--- src/rtl/fib_bcd_converter_if.sv ---
// Handshake bundle between the BCD converter and its producer/consumer.
// Latency: none, wires only.
// Backpressure: in_valid/in_ready on the term side, out_valid/out_ready on the result side.
// Optional: FIB_BCD_BLANK_EN adds the out_blank leading-zero mask.
// IN_WIDTH/DIGITS must match the converter instance that uses this bundle.
interface fib_bcd_converter_if #(
    parameter int IN_WIDTH = 16,
    parameter int DIGITS   = 5
) ();
    logic                  in_valid;
    logic                  in_ready;
    logic [IN_WIDTH-1:0]   in_value;
    logic                  out_valid;
    logic                  out_ready;
    logic [4*DIGITS-1:0]   out_bcd;
    logic                  out_ovf;
`ifdef FIB_BCD_BLANK_EN
    logic [DIGITS-1:0]     out_blank;

    modport master (
        output in_valid, in_value, out_ready,
        input  in_ready, out_valid, out_bcd, out_ovf, out_blank
    );

    modport slave (
        input  in_valid, in_value, out_ready,
        output in_ready, out_valid, out_bcd, out_ovf, out_blank
    );
`else
    modport master (
        output in_valid, in_value, out_ready,
        input  in_ready, out_valid, out_bcd, out_ovf
    );

    modport slave (
        input  in_valid, in_value, out_ready,
        output in_ready, out_valid, out_bcd, out_ovf
    );
`endif
endinterface

--- src/rtl/fib_bcd_converter.sv ---
// Binary term to packed BCD using sequential double-dabble, one input bit per cycle.
// Latency: result valid IN_WIDTH cycles after the accept edge; one term per IN_WIDTH+2 cycles.
// Backpressure: in_ready only in IDLE; result held in DONE until out_ready.
// Optional: define FIB_BCD_BLANK_EN to add the out_blank leading-zero mask.
module fib_bcd_converter #(
    parameter int IN_WIDTH = 16,
    parameter int DIGITS   = 5
) (
    input  logic               clk,
    input  logic               rst,
    fib_bcd_converter_if.slave bus
);
    localparam int BCD_W = 4 * DIGITS;
    localparam int CNT_W = (IN_WIDTH > 1) ? $clog2(IN_WIDTH) : 1;
    localparam logic [CNT_W-1:0] CNT_LOAD = CNT_W'(IN_WIDTH - 1);
    localparam logic [CNT_W-1:0] CNT_ONE  = CNT_W'(1);

    typedef enum logic [1:0] {
        ST_IDLE  = 2'd0,
        ST_SHIFT = 2'd1,
        ST_DONE  = 2'd2
    } state_t;

    state_t              state_q, state_d;
    logic [IN_WIDTH-1:0] bin_q, bin_d;
    logic [BCD_W-1:0]    bcd_q, bcd_d;
    logic [CNT_W-1:0]    cnt_q, cnt_d;
    logic                ovf_q, ovf_d;
    logic [BCD_W-1:0]    out_bcd_q, out_bcd_d;
    logic                out_ovf_q, out_ovf_d;

    logic [BCD_W-1:0]    bcd_adj;
    logic [BCD_W-1:0]    bcd_shift;
    logic [IN_WIDTH-1:0] bin_shift;
    logic                shift_carry;
    logic                last_shift;

    assign last_shift = (state_q == ST_SHIFT) && (cnt_q == '0);

    // One double-dabble step: +3 on every digit >=5 (pre-shift values), then shift {bcd,bin} left.
    // The bit leaving the top digit is a whole 10^DIGITS, so dropping it leaves value mod 10^DIGITS.
    always_comb begin
        bcd_adj = bcd_q;
        for (int d = 0; d < DIGITS; d++) begin
            if (bcd_q[4*d +: 4] >= 4'd5) begin
                bcd_adj[4*d +: 4] = bcd_q[4*d +: 4] + 4'd3;
            end
        end
        {shift_carry, bcd_shift, bin_shift} = {bcd_adj, bin_q, 1'b0};
    end

    // State register
    always_ff @(posedge clk or posedge rst) begin
        if (rst) begin
            state_q <= ST_IDLE;
        end else begin
            state_q <= state_d;
        end
    end

    // Next-state: accept in IDLE, IN_WIDTH shifts, hold result until the consumer takes it
    always_comb begin
        state_d = state_q;
        case (state_q)
            ST_IDLE:  if (bus.in_valid)  state_d = ST_SHIFT;
            ST_SHIFT: if (cnt_q == '0)   state_d = ST_DONE;
            ST_DONE:  if (bus.out_ready) state_d = ST_IDLE;
            default:  state_d = ST_IDLE;
        endcase
    end

    // Datapath next-state: load on accept, step while shifting, capture the result on the last step
    always_comb begin
        bin_d     = bin_q;
        bcd_d     = bcd_q;
        cnt_d     = cnt_q;
        ovf_d     = ovf_q;
        out_bcd_d = out_bcd_q;
        out_ovf_d = out_ovf_q;
        case (state_q)
            ST_IDLE: begin
                if (bus.in_valid) begin
                    bin_d = bus.in_value;
                    bcd_d = '0;
                    ovf_d = 1'b0;
                    cnt_d = CNT_LOAD;
                end
            end
            ST_SHIFT: begin
                bin_d = bin_shift;
                bcd_d = bcd_shift;
                ovf_d = ovf_q | shift_carry;
                if (cnt_q == '0) begin
                    out_bcd_d = bcd_shift;
                    out_ovf_d = ovf_q | shift_carry;
                end else begin
                    cnt_d = cnt_q - CNT_ONE;
                end
            end
            default: ;
        endcase
    end

    // Datapath registers; reset discards any conversion in flight
    always_ff @(posedge clk or posedge rst) begin
        if (rst) begin
            bin_q     <= '0;
            bcd_q     <= '0;
            cnt_q     <= '0;
            ovf_q     <= 1'b0;
            out_bcd_q <= '0;
            out_ovf_q <= 1'b0;
        end else begin
            bin_q     <= bin_d;
            bcd_q     <= bcd_d;
            cnt_q     <= cnt_d;
            ovf_q     <= ovf_d;
            out_bcd_q <= out_bcd_d;
            out_ovf_q <= out_ovf_d;
        end
    end

    // Outputs: handshake flags decode the state, result comes straight from its registers
    always_comb begin
        bus.in_ready  = (state_q == ST_IDLE);
        bus.out_valid = (state_q == ST_DONE);
        bus.out_bcd   = out_bcd_q;
        bus.out_ovf   = out_ovf_q;
    end

`ifdef FIB_BCD_BLANK_EN
    logic [DIGITS-1:0] blank_calc;
    logic [DIGITS-1:0] out_blank_q, out_blank_d;
    logic              blank_run;

    // Leading-zero mask of the final digits; digit 0 is never blanked so zero shows as "0"
    always_comb begin
        blank_calc = '0;
        blank_run  = 1'b1;
        for (int d = DIGITS - 1; d >= 1; d--) begin
            blank_run     = blank_run & (bcd_shift[4*d +: 4] == 4'd0);
            blank_calc[d] = blank_run;
        end
        out_blank_d = last_shift ? blank_calc : out_blank_q;
    end

    // Mask register, captured together with out_bcd
    always_ff @(posedge clk or posedge rst) begin
        if (rst) begin
            out_blank_q <= '0;
        end else begin
            out_blank_q <= out_blank_d;
        end
    end

    assign bus.out_blank = out_blank_q;
`endif

endmodule

--- src/flat_wrapper.sv ---
// flat-port wrapper written by rule: the top's interface ports become plain ports
module fib_bcd_converter_flat 
#(
    parameter int IN_WIDTH = 16,
    parameter int DIGITS   = 5
)
  (clk, rst, bus_in_valid, bus_in_value, bus_out_ready, bus_in_ready, bus_out_valid, bus_out_bcd, bus_out_ovf);
  fib_bcd_converter_if #(.IN_WIDTH(IN_WIDTH), .DIGITS(DIGITS)) bus_i ();
  input  logic clk;
  input  logic rst;
  input wire logic [$bits(bus_i.in_valid)-1:0] bus_in_valid;
  input wire logic [$bits(bus_i.in_value)-1:0] bus_in_value;
  input wire logic [$bits(bus_i.out_ready)-1:0] bus_out_ready;
  output wire logic [$bits(bus_i.in_ready)-1:0] bus_in_ready;
  output wire logic [$bits(bus_i.out_valid)-1:0] bus_out_valid;
  output wire logic [$bits(bus_i.out_bcd)-1:0] bus_out_bcd;
  output wire logic [$bits(bus_i.out_ovf)-1:0] bus_out_ovf;
  assign bus_i.in_valid = bus_in_valid;
  assign bus_i.in_value = bus_in_value;
  assign bus_i.out_ready = bus_out_ready;
  assign bus_in_ready = bus_i.in_ready;
  assign bus_out_valid = bus_i.out_valid;
  assign bus_out_bcd = bus_i.out_bcd;
  assign bus_out_ovf = bus_i.out_ovf;
  fib_bcd_converter #(.IN_WIDTH(IN_WIDTH), .DIGITS(DIGITS)) u_core (.clk(clk), .rst(rst), .bus(bus_i));
endmodule
--- config.mk ---
export PLATFORM = sky130hd
export DESIGN_NAME = fib_bcd_converter_flat
export DESIGN_NICKNAME = d
export VERILOG_FILES = /design/src/rtl/fib_bcd_converter_if.sv /design/src/rtl/fib_bcd_converter.sv /design/src/flat_wrapper.sv
export SDC_FILE = /design/constraint.sdc
export NUM_CORES = 1
export LEC_CHECK = 0
export ABC_CLOCK_PERIOD_IN_PS = 2000
export CORE_MARGIN = 1.5
export CORE_UTILIZATION = 49
export DETAILED_ROUTE_END_ITERATION = 16
export HOLD_SLACK_MARGIN = 0.15
export PLACE_DENSITY_LB_ADDON = 0.05
export SLEW_MARGIN = 10
export SYNTH_ARGS = -nofsm -noshare
export SYNTH_HDL_FRONTEND = slang
export SYNTH_SLANG_ARGS = --single-unit
--- constraint.sdc ---
create_clock -name clk -period 2 [get_ports clk]
set_input_delay 0.4 -clock clk [delete_from_list [all_inputs] [get_ports clk]]
set_output_delay 0.4 -clock clk [all_outputs]
set_load 0.01 [all_outputs]
Word-level counts from Yosys, hierarchy flattened
Cells that the tools add are included.
{ "totals": {"regBits": 64, "in_bits": 20} }
{ "classes": {"n_addsub": 6, "n_mux": 18, "order_cmp": 5, "n_eq_ne": 6, "n_reduce_logical": 7, "n_bitwise": 1} }
{ "op_table": {"columns": ["cell", "n"], "rows": [
  ["case mux 20 bit (2 select lines)", 1],
  ["case mux 16 bit (2 select lines)", 1],
  ["2-to-1 mux 4 bit", 7],
  ["adder 4 x 2 -> 4 bit (second input constant)", 5],
  ["greater-or-equal comparator 4 x 3 -> 1 bit (second input constant)", 5],
  ["2-to-1 mux 20 bit", 1],
  ["2-to-1 mux 16 bit", 1],
  ["inequality test 2 bit (second input constant)", 4],
  ["case mux 4 bit (2 select lines)", 1],
  ["2-to-1 mux 2 bit", 3],
  ["case mux 2 bit (3 select lines)", 1],
  ["AND reduction 3 bit", 2],
  ["zero test 4 bit", 1],
  ["AND reduction 2 bit", 2],
  ["subtractor 4 x 1 -> 4 bit (second input constant)", 1],
  ["equality test 2 x 1 -> 1 bit (second input constant)", 1],
  ["equality test 2 bit (second input constant)", 1],
  ["zero test 2 bit", 1],
  ["case mux 1 bit (2 select lines)", 1],
  ["nonzero test 2 bit", 1],
  ["2-to-1 mux 1 bit", 1],
  ["bitwise OR 1 bit", 1]
]} }

Logic depth before layout (Yosys ltp)
Gate-level depths: netlist of the first run.
{ "logic_depth": {"word_depth": 4, "ltp_mapped": 7, "depth_no_buf": 6} }

Worst setup path before layout of the first run
No wires, ideal clock.
{ "synth_path": {"kind": "register to register", "start": "register u_core.cnt_q[0]", "end": "register u_core.out_bcd_q[0], in the netlist u_core.bus.out_bcd[0]", "slack_ns": 0.472, "required_ns": 1.875, "synth_period_minus_slack_ns": 1.528, "path_stages_with_launch": 7, "t_arrival_ns": 1.403, "path_cell_list": "dfrtp_1 -> inv_1 -> ha_1 -> nor3b_4 -> nand2_4 -> buf_6 -> mux2_4"} }
{ "synth_via": {"elab_chain_cells": 2} }
{ "synth_rtl": {"columns": ["element", "line_no", "rtl"], "rows": [
  ["from (decl)", "fib_bcd_converter.sv:27", "logic [CNT_W-1:0] cnt_q, cnt_d;"],
  ["from (signal assigned)", "fib_bcd_converter.sv:116", "cnt_q <= cnt_d;"],
  ["zero test 4 bit", null, null],
  ["AND reduction 2 bit (no source line)", null, null],
  ["to (signal assigned)", "fib_bcd_converter.sv:118", "out_bcd_q <= out_bcd_d;"],
  ["to (decl)", "fib_bcd_converter.sv:29", "logic [BCD_W-1:0] out_bcd_q, out_bcd_d;"]
]} }
No other way between the ends.
A chain may end at the register's enable or synchronous reset.

Final worst setup path of the first run
{ "layout_path": {"start": "register u_core.bcd_q[12]", "end": "register u_core.out_bcd_q[14], in the netlist u_core.bus.out_bcd[14]"} }
{ "layout_via": {"elab_chain_cells": 2, "elab_cells_between_ends": 3} }
{ "layout_rtl": {"columns": ["element", "line_no", "rtl"], "rows": [
  ["from (decl)", "fib_bcd_converter.sv:26", "logic [BCD_W-1:0] bcd_q, bcd_d;"],
  ["from (signal assigned)", "fib_bcd_converter.sv:108", "bcd_q <= '0;"],
  ["from (signal assigned)", "fib_bcd_converter.sv:115", "bcd_q <= bcd_d;"],
  ["adder 4 x 2 -> 4 bit or greater-or-equal comparator 4 x 3 -> 1 bit (tied branches)", "fib_bcd_converter.sv:46, fib_bcd_converter.sv:45", null],
  ["2-to-1 mux 4 bit (*)", "fib_bcd_converter.sv:45", "if (bcd_q[4*d +: 4] >= 4'd5) begin"]
]} }
Mark *: on every way between the ends. The rest lies on a longest branch, timed or not.

==> flow_metrics.tcl, run 1 <==
set metrics [dict create \
    fin_total_pwr_mw 6.602 \
    crit_path_start_kind "flop" \
    ff2ff_setup_slack_ns 0.34 \
    synthCells 308 \
    finalCritPeriodShare 0.8291 \
    synth.cell_area_um2 3079 \
    drt_iter0_markers 130 \
    cp.arrival_ns 1.93 \
    ys.flop_type "dfrtp_1" \
    die_x_um 82.27 \
    initial_core_util 0.5140 \
    cts_buffer_depth 2 \
    p_leak_nw 1.794 \
    grt_pass1_vias 2159 \
    max_freq_ghz 0.6031 \
    hpwl_um 4291 \
    relSlewSlack 0.7410 \
    grt_max_degree 35 \
    synthArstFlopShare 1.000 \
    yosysTopAreaCellShare 0.5201 \
    dp.cells 422 \
    ios 43 \
    cp_top_family "multiplexers" \
    avgSynthCellArea_um2 9.997 \
    vias 2323 \
    insertedDiodeCount 0 \
    critPathRequiredTime_ns 2.28 \
    fillers 504 \
    ir_drop_mv 0.9771 \
    rsz0062_at_grt "no" \
    synth_seq_area_share 0.5201 \
    synth_common_cells "64 x dfrtp_1, 50 x nand2_1, 28 x o21ai_0" \
    fin_cells 439 \
    drv_cap 0 \
    final_util 0.6418 \
    synth.distinct_cells 35 \
    final_nets 391 \
    cts_hold_buf 0 \
    synth_area_leaders "dfrtp_1 52%, nand2_1 6.1%, ha_1 4.9%, o21ai_0 4.6%, a21oi_1 3.1%" \
    overflow 0 \
    synth_edf_count 0 \
    cts_sinks 64 \
    cp_num_buf_inv 1 \
    yosys_warnings 0 \
    clkSlewWorstSetupHoldPaths_ns 0.07 \
    fin_crit_ns 1.658 \
    io_buffers 42 \
    drt-total-wl_um 6247 \
    yosysMostFrequentCell "dfrtp_1" \
    area_growth_pct 24.87 \
    dieArea_um2 6768 \
    first_pass_iters 4 \
    hold_path.class "in2async" \
    yosys.area.top_type "dfrtp_1" \
    globalplace.congestion 0.8138 \
    grt_use_total 0.2020 \
    numCtsBuffers 9 \
    reg2reg_to "u_core.bus.out_bcd[14]$_DFFE_PP0P_" \
    ant_nets 0 \
    slowest_stage "dfrtp_1" \
    path_cells "inv_1 -> ha_1 -> nand2b_1 -> a21oi_1 -> mux2i_1 -> mux2_4" \
    rr_worst_depth 6 \
    cts_root_buffer "clkbuf_8" \
    clk_latency_ns 0.33 \
    rows 28 \
    max_stage_delay_ns 0.40 \
    tightest_slew_ns 0.3881 \
    crit_fanout 4 \
    end_kind "flop" \
    tns_ns 0 \
    die_y_um 82.27 \
    drv_slew 0 \
    finalSetupViolCount 0 \
    h-tree-depth 3 \
    fp.coreArea_um2 5991 \
    hold_violations 0 \
    grt_pass1_wl_um 10290 \
    ys_ff_latch 64 \
    drive_gt1_frac 0.1209 \
    status "completed" \
    cts_tree "yes" \
    antenna_found_initial 0 \
    wl_per_cell_um 14.23 \
    regToRegStartpoint "u_core.bcd_q[12]$_DFFE_PP0P_" \
    clock-skew-final_ns 0.008822 \
    p_per_area_nw_per_um2 1717 \
    drc 0 \
    syn_nets 340 \
    via_per_inst 5.292 \
    crit_type "reg2reg" \
]
per-layer routing:
| layer | part of all wire | wire [um] | up-vias | GRT usage |
|---|---|---|---|---|
| met4 | 0.012 | 75 | 0 | 0.07288 |
| met5 | 0 | 0 | - | 0 |
| li1 | - | - | 1162 | - |
| met3 | 0.031 | 191 | 8 | 0.04396 |
| met2 | 0.46 | 2889 | 40 | 0.3211 |
| met1 | 0.49 | 3091 | 1113 | 0.2706 |
through the flow:
stage | setup WS, ns | hold slack (ns) | area, um^2
2_1_floorplan | 0.001899 | 0.4505 | 3079
3_3_place_gp | 0.3071 | 0.4620 | 3611
3_5_place_dp | 0.2458 | 0.4700 | 3611
4_1_cts | 0.04815 | 0.2441 | 3840
5_1_grt | 0.1994 | 0.2481 | 3845
6_report | 0.3419 | 0.2537 | 3845
final cells by class:
cell class	count	area (um^2)	share of cell area
multi-input cells	215	1331	0.3462
repair buffers	54	540.5	0.1406
inverters	15	56.30	0.01464
clock buffers	10	137.6	0.03580
flip-flops and latches	64	1603	0.4169
well taps	75	93.84	0.02441
clock inverters	6	82.58	0.02148
state kept, by name (all words and copies together) (netlist names):
register	flops
u_core.bcd_q	20
u_core.bin_q	16
u_core.bus.out_bcd	20
u_core.bus.out_ovf	1
u_core.cnt_q	4
u_core.ovf_q	1
u_core.state_q	2
logic make-up (layout without fill, tap and decap cells):
logic type,after synthesis,after routing,share of synthesized area
compound gates,82,82,0.1585
xor+xnor,5,5,0.01422
fa+ha+maj,12,12,0.04876
mux,13,13,0.05039
simple gates,103,103,0.1605
buf+inv,29,85,0.04754
flops,64,64,0.5201
power breakdown:
group          switching [mW]  internal [mW]  total, mW
Sequential              0.443           1.91       2.35
Clock                   0.505          0.729       1.23
Combinational            1.53           1.49       3.02
worst max path at each step:
stage                                   from                                 end  slack (ns)  depth (start not counted)
5_1_grt         u_core.bcd_q[16]$_DFFE_PP0P_  u_core.bus.out_bcd[18]$_DFFE_PP0P_        0.20                          6
6_report        u_core.bcd_q[12]$_DFFE_PP0P_  u_core.bus.out_bcd[14]$_DFFE_PP0P_        0.34                          6
3_3_place_gp   u_core.state_q[0]$_DFFE_PP0P_                       bus_out_valid        0.31                          3
2_1_floorplan                            rst         u_core.bcd_q[0]$_DFFE_PP0P_       0.002                          1
3_5_place_dp                    bus_in_valid         u_core.bin_q[6]$_DFFE_PP0P_        0.25                          5
4_1_cts        u_core.state_q[0]$_DFFE_PP0P_                       bus_out_valid        0.05                          3
cell usage in the layout (no fill, tap or decap), drive strengths merged, types with 12 or more instances in the layout:
master and n:
nand2 51, o21ai 28, a31oi 13, dfrtp 64, ha 12, a21oi 20, buf 12, clkdlybuf4s50 40
inv 15, nor2 21
what timing repair did:
action / 4_1_cts / 5_1_grt
endpoints found under the setup margin: 1 / 2
resized for setup: 1 / 2
setup buffers: 1 / 0
(Power assumes the default switching activity.)
==> run 2: changes to the inputs <==
ABC_CLOCK_PERIOD_IN_PS = 1500   (was 2000)
clock period = 1.5 ns   (was 2 ns; I/O delays follow)
==> flow_metrics.tcl, run 2 (synthesized netlist as in run 1, its figures left out) <==
set metrics [dict create \
    area_growth_pct 42.06 \
    globalplace.congestion 0.8158 \
    most-common-layout-cells "63 x dfrtp_1, 50 x nand2_1, 47 x buf_4" \
    violations "setup timing" \
    final_nets 436 \
    cts_tree "yes" \
    initial_core_util 0.5140 \
    fin_crit_ns 1.526 \
    grt_pass1_wl_um 11590 \
    die_y_um 82.27 \
    tightest_slew_ns 0.3443 \
    fin_ws_ns -0.02595 \
    drc 0 \
    cts_sinks 64 \
    fp.coreArea_um2 5991 \
    grt_max_degree 65 \
    dieArea_um2 6768 \
    relSlewSlack 0.7705 \
    first_pass_iters 4 \
    ir_drop_mv 1.267 \
    clk_latency_ns 0.35 \
    via_per_inst 5.368 \
    numCtsBuffers 9 \
    status "complete, but fails checks" \
    hpwl_um 4414 \
    crit_path_start_kind "flop" \
    wl_per_cell_um 15.35 \
    p_per_area_nw_per_um2 2404 \
    critPathRequiredTime_ns 1.20 \
    insertedDiodeCount 0 \
    crit_fanout 6 \
    rows 28 \
    vias 2598 \
    drv_slew 0 \
    hold_path.class "in2async" \
    drt-total-wl_um 7430 \
    ant_nets 0 \
    crit_type "reg2out" \
    h-tree-depth 3 \
    fin_total_pwr_mw 10.51 \
    drt_iter0_markers 125 \
    cp.arrival_ns 1.23 \
    clkSlewWorstSetupHoldPaths_ns 0.08 \
    end_kind "primary output" \
    cts_hold_buf 0 \
    die_x_um 82.27 \
    antenna_found_initial 0 \
    cts_buffer_depth 2 \
    hold_violations 0 \
    cts_root_buffer "clkbuf_8" \
    final_area_um2 4374 \
    drv_cap 0 \
    io_buffers 42 \
    overflow 0 \
    p_leak_nw 2.080 \
    place_ws_ns -0.1032 \
    place_area_um2 3850 \
    clock-skew-final_ns 0.01417 \
    rsz0062_at_grt "yes" \
    max_freq_ghz 0.6553 \
    finalCritPeriodShare 1.017 \
    grt_pass1_vias 2490 \
    fin_cells 484 \
    mostFrequentLayoutCell "dfrtp_1" \
    ios 43 \
    ff2ff_setup_slack_ns -0.01 \
    grt_use_total 0.2321 \
    drive_gt1_frac 0.2861 \
    dp.cells 455 \
    finalSetupViolCount 5 \
]
[run 2: critical path, cell delays in order, from the launching register on]
cell             delay, ns
dfrtp_2               0.47
nor2_2                0.17
clkdlybuf4s15_2       0.24
[run 2: area by class of cell]
| cell class | instances | area (um^2) |
|---|---|---|
| Clock inverter | 7 | 143.9 |
| Timing Repair Buffer | 97 | 850.8 |
| Clock buffer | 9 | 123.9 |
| Multi-Input combinational cell | 217 | 1499 |
| Tap cell | 75 | 93.84 |
| Sequential cell | 64 | 1603 |
| Fill cell | 422 | 1617 |
| Inverter | 15 | 60.06 |
[run 2: path summary, 6_finish.rpt]
check | from | cells past startpoint | to
max | u_core.state_q[1]$_DFFE_PP0P_ | 2 | bus_in_ready
min | rst | 3 | u_core.bus.out_bcd[13]$_DFFE_PP0P_
max reg2reg | u_core.cnt_q[1]$_DFFE_PP0P_ | 6 | u_core.bus.out_bcd[0]$_DFFE_PP0P_
min reg2reg | u_core.bus.out_bcd[13]$_DFFE_PP0P_ | 2 | u_core.bus.out_bcd[13]$_DFFE_PP0P_
max in group asynchronous | rst | 3 | u_core.state_q[1]$_DFFE_PP0P_
min in group clk | bus_in_value[0] | 3 | u_core.bin_q[0]$_DFFE_PP0P_
[run 2: per-layer routing]
layer / track usage / up-vias / share of wire
met2: 0.3659 / 57 / 0.48
met1: 0.3132 / 1275 / 0.46
li1: - / 1258 / -
met5: 0 / - / 0
met3: 0.03626 / 8 / 0.040
met4: 0.1068 / 0 / 0.015
[run 2: timing repair]
item,in CTS,in global routing
gates cloned,2,0
setup buffers,3,8
gates resized for setup,37,43
pin swaps,1,12
endpoints found under the setup margin,46,50
[run 2: report_power, final]
| part | switching (mW) | internal, mW |
|---|---|---|
| logic | 2.57 | 2.76 |
| registers | 0.638 | 2.54 |
| clock network | 0.734 | 1.27 |
[run 2: per-stage QoR]
| stage | util | hold WS (ns) | TNS, ns |
|---|---|---|---|
| final | 0.7302 | 0.3742 | -0.05896 |
| after global routing | 0.7302 | 0.4407 | -1.428 |
| after CTS | 0.6957 | 0.3920 | -0.03217 |
| after detailed placement | 0.6426 | 0.4701 | -1.241 |
| after global placement | 0.6426 | 0.4600 | -0.1764 |
| after floorplan | - | 0.4054 | -0.1139 |
